### src/rtl/booth_pkg.sv
// Shared constants for the radix-2 Booth multiplier controller and datapath.
package booth_pkg;

  localparam int unsigned DEFAULT_WIDTH = 16;

  // mux_sel_Shift encodings: the controller drives {Q[0], Q-1} straight through
  localparam logic [1:0] SEL_NOP0 = 2'b00;
  localparam logic [1:0] SEL_ADD  = 2'b01;
  localparam logic [1:0] SEL_SUB  = 2'b10;
  localparam logic [1:0] SEL_NOP1 = 2'b11;

  // mux_sel_Mul encodings
  localparam logic MUL_LOAD = 1'b0;
  localparam logic MUL_ITER = 1'b1;

endpackage

### src/rtl/booth_step.sv
// One combinational Booth iteration: optional add/subtract of M into A, then
// an arithmetic right shift of {T, Q, Q-1} by one bit.
// Ports:
//   a, m       : WIDTH+1-bit accumulator and sign-extended multiplicand
//   q, qm1     : multiplier register and the Q-1 bit
//   sel        : 01 add M, 10 subtract M, 00/11 shift only
//   a_next_c, q_next_c, qm1_next_c : shifted results
module booth_step
  import booth_pkg::*;
#(
  parameter int unsigned WIDTH = DEFAULT_WIDTH
) (
  input  logic [WIDTH:0]   a,
  input  logic [WIDTH:0]   m,
  input  logic [WIDTH-1:0] q,
  input  logic             qm1,
  input  logic [1:0]       sel,
  output logic [WIDTH:0]   a_next_c,
  output logic [WIDTH-1:0] q_next_c,
  output logic             qm1_next_c
);

  logic [WIDTH:0] t;

  // Add/subtract modulo 2^(WIDTH+1), then shift with the guard bit replicated
  always_comb begin
    t = a;
    case (sel)
      SEL_ADD: t = a + m;
      SEL_SUB: t = a - m;
      default: t = a;
    endcase
    a_next_c   = {t[WIDTH], t[WIDTH:1]};
    q_next_c   = {t[0], q[WIDTH-1:1]};
    qm1_next_c = q[0];
  end

endmodule

### src/rtl/booth_datapath.sv
// Arithmetic datapath of the 16x16 sequential signed Booth multiplier.
// Holds A (with guard bit), M, Q, Q-1 and the iteration counter.
// Ports:
//   clk, rst      : clock and asynchronous active-low reset
//   clear         : controller idle/abort, zeroes the counter, operands hold
//   mux_sel_Mul   : 0 load operands, 1 perform one Booth iteration
//   mux_sel_Shift : 01 add M, 10 subtract M, 00/11 shift only
//   multiplicand, multiplier : signed operands, sampled on the load cycle
//   count_comp    : counter has reached WIDTH
//   Qo_Q1         : {Q[0], Q-1} for the controller's decode
//   product       : {A[WIDTH-1:0], Q}
module booth_datapath
  import booth_pkg::*;
#(
  parameter int unsigned WIDTH = DEFAULT_WIDTH
) (
  input  logic               clk,
  input  logic               rst,
  input  logic               clear,
  input  logic               mux_sel_Mul,
  input  logic [1:0]         mux_sel_Shift,
  input  logic [WIDTH-1:0]   multiplicand,
  input  logic [WIDTH-1:0]   multiplier,
  output logic               count_comp,
  output logic [1:0]         Qo_Q1,
  output logic [2*WIDTH-1:0] product
);

  localparam int unsigned CNT_W = $clog2(WIDTH + 1);

  logic [WIDTH:0]   a_q;
  logic [WIDTH:0]   m_q;
  logic [WIDTH-1:0] q_q;
  logic             qm1_q;
  logic [CNT_W-1:0] cnt_q;

  logic [WIDTH:0]   a_step_c;
  logic [WIDTH-1:0] q_step_c;
  logic             qm1_step_c;
  logic             done_c;

  booth_step #(
    .WIDTH(WIDTH)
  ) u_step (
    .a          (a_q),
    .m          (m_q),
    .q          (q_q),
    .qm1        (qm1_q),
    .sel        (mux_sel_Shift),
    .a_next_c   (a_step_c),
    .q_next_c   (q_step_c),
    .qm1_next_c (qm1_step_c)
  );

  assign done_c = (cnt_q == CNT_W'(WIDTH));

  // Register update: clear > load > iterate; saturates once WIDTH steps are done
  always_ff @(posedge clk or negedge rst) begin
    if (!rst) begin
      a_q   <= '0;
      m_q   <= '0;
      q_q   <= '0;
      qm1_q <= 1'b0;
      cnt_q <= '0;
    end else if (clear) begin
      cnt_q <= '0;
    end else if (mux_sel_Mul == MUL_LOAD) begin
      a_q   <= '0;
      m_q   <= {multiplicand[WIDTH-1], multiplicand};
      q_q   <= multiplier;
      qm1_q <= 1'b0;
      cnt_q <= '0;
    end else if (!done_c) begin
      a_q   <= a_step_c;
      q_q   <= q_step_c;
      qm1_q <= qm1_step_c;
      cnt_q <= cnt_q + CNT_W'(1);
    end
  end

  // Outputs decode registers only; no input reaches them combinationally
  assign count_comp = done_c;
  assign Qo_Q1      = {q_q[0], qm1_q};
  assign product    = {a_q[WIDTH-1:0], q_q};

endmodule

### config.mk
export PLATFORM = sky130hd
export DESIGN_NAME = booth_datapath
export DESIGN_NICKNAME = d
export VERILOG_FILES = /design/src/rtl/booth_pkg.sv /design/src/rtl/booth_step.sv /design/src/rtl/booth_datapath.sv
export SDC_FILE = /design/constraint.sdc
export NUM_CORES = 1
export LEC_CHECK = 0
export ABC_AREA = 1
export CORE_ASPECT_RATIO = 1.2
export CORE_MARGIN = 1
export CORE_UTILIZATION = 35
export DETAILED_ROUTE_END_ITERATION = 7
export PLACE_DENSITY = 0.65
export RECOVER_POWER = 100
export SLEW_MARGIN = 20
export SYNTH_ARGS = -nofsm -noshare
export SYNTH_HDL_FRONTEND = slang
export SYNTH_SLANG_ARGS = --single-unit
export TNS_END_PERCENT = 30
### constraint.sdc
create_clock -name clk -period 7.7 [get_ports clk]
set_input_delay 0.77 -clock clk [delete_from_list [all_inputs] [get_ports clk]]
set_output_delay 0.77 -clock clk [all_outputs]
set_load 0.01 [all_outputs]
==> impl_metrics.py, run 1 <==
metrics = {
    "outcome": {
        "outcome": "complete, but fails checks",
        "violations_in_the_final_reports": "max-capacitance violations, max-slew violations",
    },
    "global_routing": {
        "pin_count_of_the_biggest_net_entering_global_routing": 55,
        "wire_length_of_the_first_global_routing_pass_um": 15800,
        "global_route.overflow_total": 0,
        "global_route.usage.total": 0.183,
        "initial_antenna_violation_count": 0,
        "grt_pass1_vias": 3401,
    },
    "drt": {
        "dr.pass1.iters": 4,
        "detail_route.wl_per_cell_um": 13.2,
        "postRouteWirelength_um": 9680,
        "drt-initial-drc-count": 160,
        "postRouteAntennaNets": 0,
        "remaining_drc_errors": 0,
        "vias": 3570,
        "via_to_cell_ratio": 4.88,
    },
    "power": {
        "p_sw_frac": 0.400,
        "total_switching_power_mw": 0.419,
        "power.density_nw_per_um2": 224,
        "logic_pwr_share": 0.425,
        "max-vdd-ir-drop_mv": 0.0962,
        "power.sequential.fraction": 0.348,
        "internal_cell_power_mw": 0.630,
        "clkPwrFrac": 0.228,
        "p_leak_nw": 2.44,
    },
    "floorplanning": {
        "initial_core_util": 0.358,
        "dieHeight_um": 115,
        "die_outline_area_um2": 11100,
        "placement_rows": 41,
        "die_width_um": 96.5,
        "ioPinCount": 73,
        "placeableCoreArea_um2": 10500,
    },
    "setup_path": {
        "crit_path_max_fanout": 42,
        "critical_path_sink_type": "flip-flop",
        "reg2reg_depth": 11,
        "critPathSlowestCell": "sky130_fd_sc_hd__inv_1",
        "cp_common_cell": "sky130_fd_sc_hd__nand2_1",
        "worstPathRequired_ns": 7.90,
        "cp_top_family": "buffers and inverters",
        "slowest_delay_ns": 1.00,
        "worst-path-buf-inv": 3,
        "regToRegEndpoint": "a_q[7]$_DFFE_PN0P_",
        "cp_data_arrival_time_ns": 4.47,
        "critical_path_cell_by_cell": "dlygate4sd3_1 -> nand2_1 -> nand2_1 -> inv_1 -> nand2_1 -> inv_1 -> o211ai_1 -> o21ai_0",
        "setup.worst_path.class": "in -> reg",
        "worst_r2r_startpoint": "cnt_q[0]$_DFFE_PN0P_",
        "timing.critical_path.from_type": "primary input",
        "worst_r2r_setup_slack_ns": 4.09,
    },
    "placement": {
        "post_dp_area_um2": 4540,
        "placement.io_buffers": 72,
        "dp_hpwl_um": 7250,
        "routabilityCongestion": 0.834,
    },
    "clock_tree": {
        "cts-buffers-inserted": 5,
        "cts_tree": "yes",
        "post_cts_setup_inserts": 0,
        "clock_latency_reported_for_the_late_side_of_the_worst_skew_pair_ns": 0.30,
        "cts_num_sinks": 54,
        "cts.reportedPaths.clkPinSlew_ns": 0.07,
        "cts.htree.levels": 2,
        "post_cts_resize_count": 0,
        "clockRootBuffer": "sky130_fd_sc_hd__clkbuf_16",
        "bufs_on_longest_clock_path": 2,
        "cts-hold-fix-buffers": 0,
    },
    "yosys": {
        "post_synth_instance_area_um2": 3750,
        "async_reset_ff_frac": 1.00,
        "syn_nets": 598,
        "yosys_warnings": 0,
        "synth_seq_cells": 54,
        "synth_cell_type_count": 37,
        "syn_area_cell_um2": 6.95,
        "dominantRegCellSynth": "sky130_fd_sc_hd__dfrtp_1",
        "yosysSeqAreaShare": 0.360,
        "postSynthCellCount": 539,
        "number_of_flops_mapped_to_enable_cells_by_yosys": 0,
    },
    "cells_and_area": {
        "fill_cells": 1133,
        "drive_above_1_share": 0.0299,
        "design_area_um2": 4670,
        "flow.area_growth_from_synthesis_pct": 24.7,
        "flip_flop_and_latch_area_um2": 1350,
        "multi_input_comb_area_um2": 1990,
        "final_common_cell": "sky130_fd_sc_hd__nand2_1",
        "nets": 660,
        "top_library_cells_by_usage_in_the_layout_fill_and_taps_aside": "171 x sky130_fd_sc_hd__nand2_1, 76 x sky130_fd_sc_hd__inv_1, 54 x sky130_fd_sc_hd__dfrtp_1, 53 x sky130_fd_sc_hd__nor2_1, 36 x sky130_fd_sc_hd__dlygate4sd3_1",
        "antenna_cells": 0,
    },
    "worst_hold_path": {
        "hold-path-cell-count": 2,
        "timing.hold.worst_endpoint": "qm1_q$_DFFE_PN0P_",
        "worstHoldPathType": "reg -> reg",
        "min-delay-start": "qm1_q$_DFFE_PN0P_",
    },
    "sta": {
        "rsz0062_at_grt": "false",
        "slew_headroom": -1.00,
        "layout_worst_path_cycle_share": 0.554,
        "slew_at_the_pin_with_the_worst_max_slew_slack_ns": 3.00,
        "finalClockSkew_ns": 0.00715,
        "tns_ns": 0,
        "fmax_mhz": 234,
        "min_period_ns": 4.27,
        "finalHoldViolCount": 0,
        "slew_viols_final": 55,
        "setup-violations-final": 0,
    },
    "run": {
        "cap_violations": 1,
    },
}
routing by layer:
layer | track usage | part of all wire | vias up
li1 | - | - | 1825
met1 | 0.218 | 0.44 | 1666
met2 | 0.320 | 0.51 | 60
met3 | 0.0271 | 0.023 | 19
met4 | 0.0843 | 0.027 | 0
met5 | 0 | 0 | -
Yosys cell counts (2+ instances only):
cell type / number / area share
sky130_fd_sc_hd__nand2_1: 170 / 0.17
sky130_fd_sc_hd__buf_4: 4 / 0.0080
sky130_fd_sc_hd__ha_1: 20 / 0.067
sky130_fd_sc_hd__nand3_1: 32 / 0.043
sky130_fd_sc_hd__a21oi_1: 19 / 0.025
sky130_fd_sc_hd__a21o_1: 2 / 0.0040
sky130_fd_sc_hd__nor2_1: 53 / 0.053
sky130_fd_sc_hd__clkinv_1: 2 / 0.0020
sky130_fd_sc_hd__clkbuf_1: 6 / 0.0060
sky130_fd_sc_hd__nor2_2: 2 / 0.0033
sky130_fd_sc_hd__o21ai_0: 31 / 0.041
sky130_fd_sc_hd__nor3_1: 3 / 0.0040
sky130_fd_sc_hd__o31ai_1: 2 / 0.0040
sky130_fd_sc_hd__a31oi_1: 16 / 0.027
sky130_fd_sc_hd__mux2_2: 2 / 0.0060
sky130_fd_sc_hd__dfrtp_1: 54 / 0.36
sky130_fd_sc_hd__buf_2: 7 / 0.0093
sky130_fd_sc_hd__xor2_1: 20 / 0.047
sky130_fd_sc_hd__inv_1: 75 / 0.075
sky130_fd_sc_hd__o22ai_1: 2 / 0.0033
flip-flops by register name (all words and copies together), names as in the netlist:
name   cells
a_q       16
cnt_q      5
qm1_q      1
q_q       16
m_q       16
worst max path at each step:
| stage | startpoint | endpoint | slack, ns | cells past startpoint |
|---|---|---|---|---|
| final | mux_sel_Mul | a_q[7]$_DFFE_PN0P_ | 3.43 | 8 |
| after global routing | mux_sel_Mul | a_q[5]$_DFFE_PN0P_ | 3.00 | 8 |
| after CTS | mux_sel_Shift[0] | a_q[11]$_DFFE_PN0P_ | 4.28 | 18 |
| after detailed placement | mux_sel_Shift[0] | a_q[11]$_DFFE_PN0P_ | 3.97 | 18 |
| after global placement | mux_sel_Shift[0] | a_q[11]$_DFFE_PN0P_ | 4.00 | 18 |
| after floorplan | mux_sel_Shift[0] | a_q[15]$_DFFE_PN0P_ | 4.91 | 17 |
area by class of cell:
type	count	area share
Inverter	78	0.0627
Timing Repair Buffer	74	0.155
Tap cell	129	0.0345
Sequential cell	54	0.289
Clock inverter	3	0.00562
Clock buffer	5	0.0268
Multi-Input combinational cell	388	0.427
worst register-to-register path, cell delays in order, from the launching register on:
cell	delay, ns
sky130_fd_sc_hd__dfrtp_1	0.41
sky130_fd_sc_hd__inv_1	0.06
sky130_fd_sc_hd__ha_1	0.20
sky130_fd_sc_hd__nand2_1	0.08
sky130_fd_sc_hd__nor3_2	0.05
sky130_fd_sc_hd__nand2_1	0.08
sky130_fd_sc_hd__nand2_1	0.33
sky130_fd_sc_hd__inv_1	1.00
sky130_fd_sc_hd__nand2_1	0.77
sky130_fd_sc_hd__inv_1	0.31
sky130_fd_sc_hd__o211ai_1	0.12
sky130_fd_sc_hd__o21ai_0	0.10
power by group through the flow:
stage | Sequential [mW] | Combinational (mW) | Clock, mW
floorplan | 0.371 | 0.291 | 0
global placement | 0.372 | 0.455 | 0
detailed placement | 0.371 | 0.458 | 0
CTS | 0.367 | 0.462 | 0.248
global route | 0.371 | 0.510 | 0.254
finish | 0.364 | 0.446 | 0.239
metrics by stage:
stage          setup WS [ns]  cells  utilization  power (mW)  hold WS (ns)
4_1_cts                 4.28    731        0.448        1.08         0.505
6_report                3.43    731        0.447        1.05         0.491
2_1_floorplan           4.91    539            -       0.662         0.450
3_5_place_dp            3.97    723        0.434       0.829         0.485
5_1_grt                 3.00    731        0.447        1.13         0.534
3_3_place_gp            4.00    723        0.434       0.827         0.480
cell families after synthesis:
group / share of synthesized area
adders and majority gates: 0.0721
AOI/OAI and AO/OA: 0.115
and+or+nand+nor: 0.291
muxes: 0.00601
xor gates and xnor gates: 0.0491
DFF: 0.360
buffers and inverters: 0.106
No activity file was read; power rests on OpenSTA's default activity.
==> run 2, diff against run 1 <==
- clock period: 7.7 -> 4.4 ns (I/O delays scaled with it)
==> run 2 against run 1 <==
The run still ends with max-capacitance violations, max-slew violations left. Die area unchanged. Register-to-register slack worse by 2.5 ns. Wire length down 4.0%. Hold slack worse by 0.32 ns. Clock power up 74%. Combinational power up 74%. Cell count up 0.14%. Via count down 0.28%. Sequential cell count unchanged. Global-route usage down 0.42 points. Sequential power up 75%. Critical path type unchanged. Critical endpoint unchanged. Largest power group unchanged. Highest routed layer unchanged.
==> impl_metrics.py, run 2 (synthesis results as in run 1) <==
metrics = {
    "power": {
        "p_leak_nw": 2.44,
        "internal_cell_power_mw": 1.10,
        "power.density_nw_per_um2": 390,
        "p_sw_frac": 0.396,
        "total_switching_power_mw": 0.723,
        "logic_pwr_share": 0.424,
        "max-vdd-ir-drop_mv": 0.189,
        "power.sequential.fraction": 0.348,
        "clkPwrFrac": 0.228,
        "total_power_mw": 1.83,
    },
    "floorplanning": {
        "die_outline_area_um2": 11100,
        "initial_core_util": 0.358,
        "ioPinCount": 73,
        "placement_rows": 41,
        "dieHeight_um": 115,
        "die_width_um": 96.5,
        "placeableCoreArea_um2": 10500,
    },
    "global_routing": {
        "pin_count_of_the_biggest_net_entering_global_routing": 43,
        "grt_pass1_vias": 3370,
        "global_route.overflow_total": 0,
        "wire_length_of_the_first_global_routing_pass_um": 15500,
        "initial_antenna_violation_count": 0,
        "global_route.usage.total": 0.179,
    },
    "cells_and_area": {
        "top_library_cells_by_usage_in_the_layout_fill_and_taps_aside": "170 x sky130_fd_sc_hd__nand2_1, 75 x sky130_fd_sc_hd__inv_1, 54 x sky130_fd_sc_hd__dfrtp_1, 53 x sky130_fd_sc_hd__nor2_1, 36 x sky130_fd_sc_hd__dlygate4sd3_1",
        "final_common_cell": "sky130_fd_sc_hd__nand2_1",
        "flow.area_growth_from_synthesis_pct": 24.9,
        "instances_no_fill": 732,
        "antenna_cells": 0,
        "multi_input_comb_area_um2": 2000,
        "nets": 661,
        "flip_flop_and_latch_area_um2": 1350,
        "drive_above_1_share": 0.0315,
        "layout_top_registers": "a_q: 16 flops, m_q: 16 flops, q_q: 16 flops",
        "fill_cells": 1117,
    },
    "setup_path": {
        "cp_top_family": "buffers and inverters",
        "regToRegEndpoint": "a_q[12]$_DFFE_PN0P_",
        "critPathSlowestCell": "sky130_fd_sc_hd__clkbuf_1",
        "timing.critical_path.depth": 9,
        "timing.critical_path.from_type": "primary input",
        "crit_path_max_fanout": 42,
        "setup.worst_path.start": "mux_sel_Mul",
        "setup.worst_path.class": "in -> reg",
        "cp_data_arrival_time_ns": 3.48,
        "reg2reg_depth": 17,
        "worst-path-buf-inv": 4,
        "critical_path_sink_type": "flip-flop",
        "cp_common_cell": "sky130_fd_sc_hd__nand2_1",
        "worst_r2r_startpoint": "m_q[0]$_DFFE_PN0P_",
        "worst_r2r_setup_slack_ns": 1.55,
        "slowest_delay_ns": 0.77,
        "worstPathRequired_ns": 4.56,
        "critical_path_cell_by_cell": "dlygate4sd3_1 -> clkbuf_1 -> nand2_1 -> nand2_1 -> inv_2 -> nand2_4 -> inv_1 -> o211ai_1 -> o21ai_0",
    },
    "drt": {
        "drt-initial-drc-count": 179,
        "remaining_drc_errors": 0,
        "detail_route.wl_per_cell_um": 12.7,
        "postRouteWirelength_um": 9290,
        "postRouteAntennaNets": 0,
        "vias": 3560,
        "dr.pass1.iters": 4,
        "via_to_cell_ratio": 4.86,
    },
    "placement": {
        "placement.io_buffers": 72,
        "dp_hpwl_um": 7120,
        "place.detailed.instances": 724,
        "preCtsSetupSlack_ns": 1.07,
        "routabilityCongestion": 0.916,
    },
    "sta": {
        "finalHoldWorstSlack_ns": 0.176,
        "finalClockSkew_ns": 0.00790,
        "rsz0062_at_grt": "false",
        "slew_viols_final": 42,
        "slew_at_the_pin_with_the_worst_max_slew_slack_ns": 2.17,
        "min_period_ns": 3.32,
        "final_critical_path_setup_slack_ns": 1.08,
        "slew_headroom": -0.448,
        "layout_worst_path_cycle_share": 0.754,
        "setup-violations-final": 0,
        "tns_ns": 0,
        "fmax_mhz": 302,
        "finalHoldViolCount": 0,
    },
    "clock_tree": {
        "clock_latency_reported_for_the_late_side_of_the_worst_skew_pair_ns": 0.30,
        "post_cts_resize_count": 0,
        "cts_num_sinks": 54,
        "cts-buffers-inserted": 5,
        "cts.htree.levels": 2,
        "cts-hold-fix-buffers": 0,
        "post_cts_setup_inserts": 0,
        "cts.reportedPaths.clkPinSlew_ns": 0.07,
        "clockRootBuffer": "sky130_fd_sc_hd__clkbuf_16",
        "cts_tree": "yes",
        "bufs_on_longest_clock_path": 2,
    },
    "worst_hold_path": {
        "worstHoldPathType": "in -> async",
    },
    "outcome": {
        "outcome": "complete, but fails checks",
        "violations_in_the_final_reports": "max-capacitance violations, max-slew violations",
    },
    "run": {
        "cap_violations": 1,
    },
}
-- run 2: worst max-delay path by stage --
stage                                      to  slack, ns
after floorplan           a_q[15]$_DFFE_PN0P_       1.94
after global placement    a_q[15]$_DFFE_PN0P_       1.13
after detailed placement  a_q[15]$_DFFE_PN0P_       1.07
after CTS                 a_q[15]$_DFFE_PN0P_       1.37
after global routing       a_q[7]$_DFFE_PN0P_       0.74
final                      a_q[7]$_DFFE_PN0P_       1.08
-- run 2: power by group through the flow --
stage          registers, mW  logic (mW)  clock network [mW]
2_1_floorplan          0.650       0.509                   0
3_3_place_gp           0.646       0.783                   0
3_5_place_dp           0.648       0.793                   0
4_1_cts                0.640       0.798               0.427
5_1_grt                0.649       0.884               0.447
6_report               0.636       0.774               0.415
-- run 2: layout make-up --
class	instances	share of cell area
clock buffer	5	0.0267
clock inverter	3	0.00561
inverter	78	0.0625
multi-input combinational	388	0.427
sequential	54	0.289
tap	129	0.0345
timing repair buffer	75	0.155
-- run 2: layer usage --
metal  vias to the layer above  track usage  share of wire
met5                         -            0              0
met4                         0       0.0686          0.019
met3                        12       0.0245          0.032
met2                        79        0.294           0.50
met1                      1644        0.237           0.44
li1                       1825            -              -
-- run 2: through the flow --
stage / cell area, um2 / utilization
6_report: 4680 / 0.448
5_1_grt: 4680 / 0.448
4_1_cts: 4700 / 0.449
3_5_place_dp: 4540 / 0.434
3_3_place_gp: 4540 / 0.434
2_1_floorplan: 3750 / -
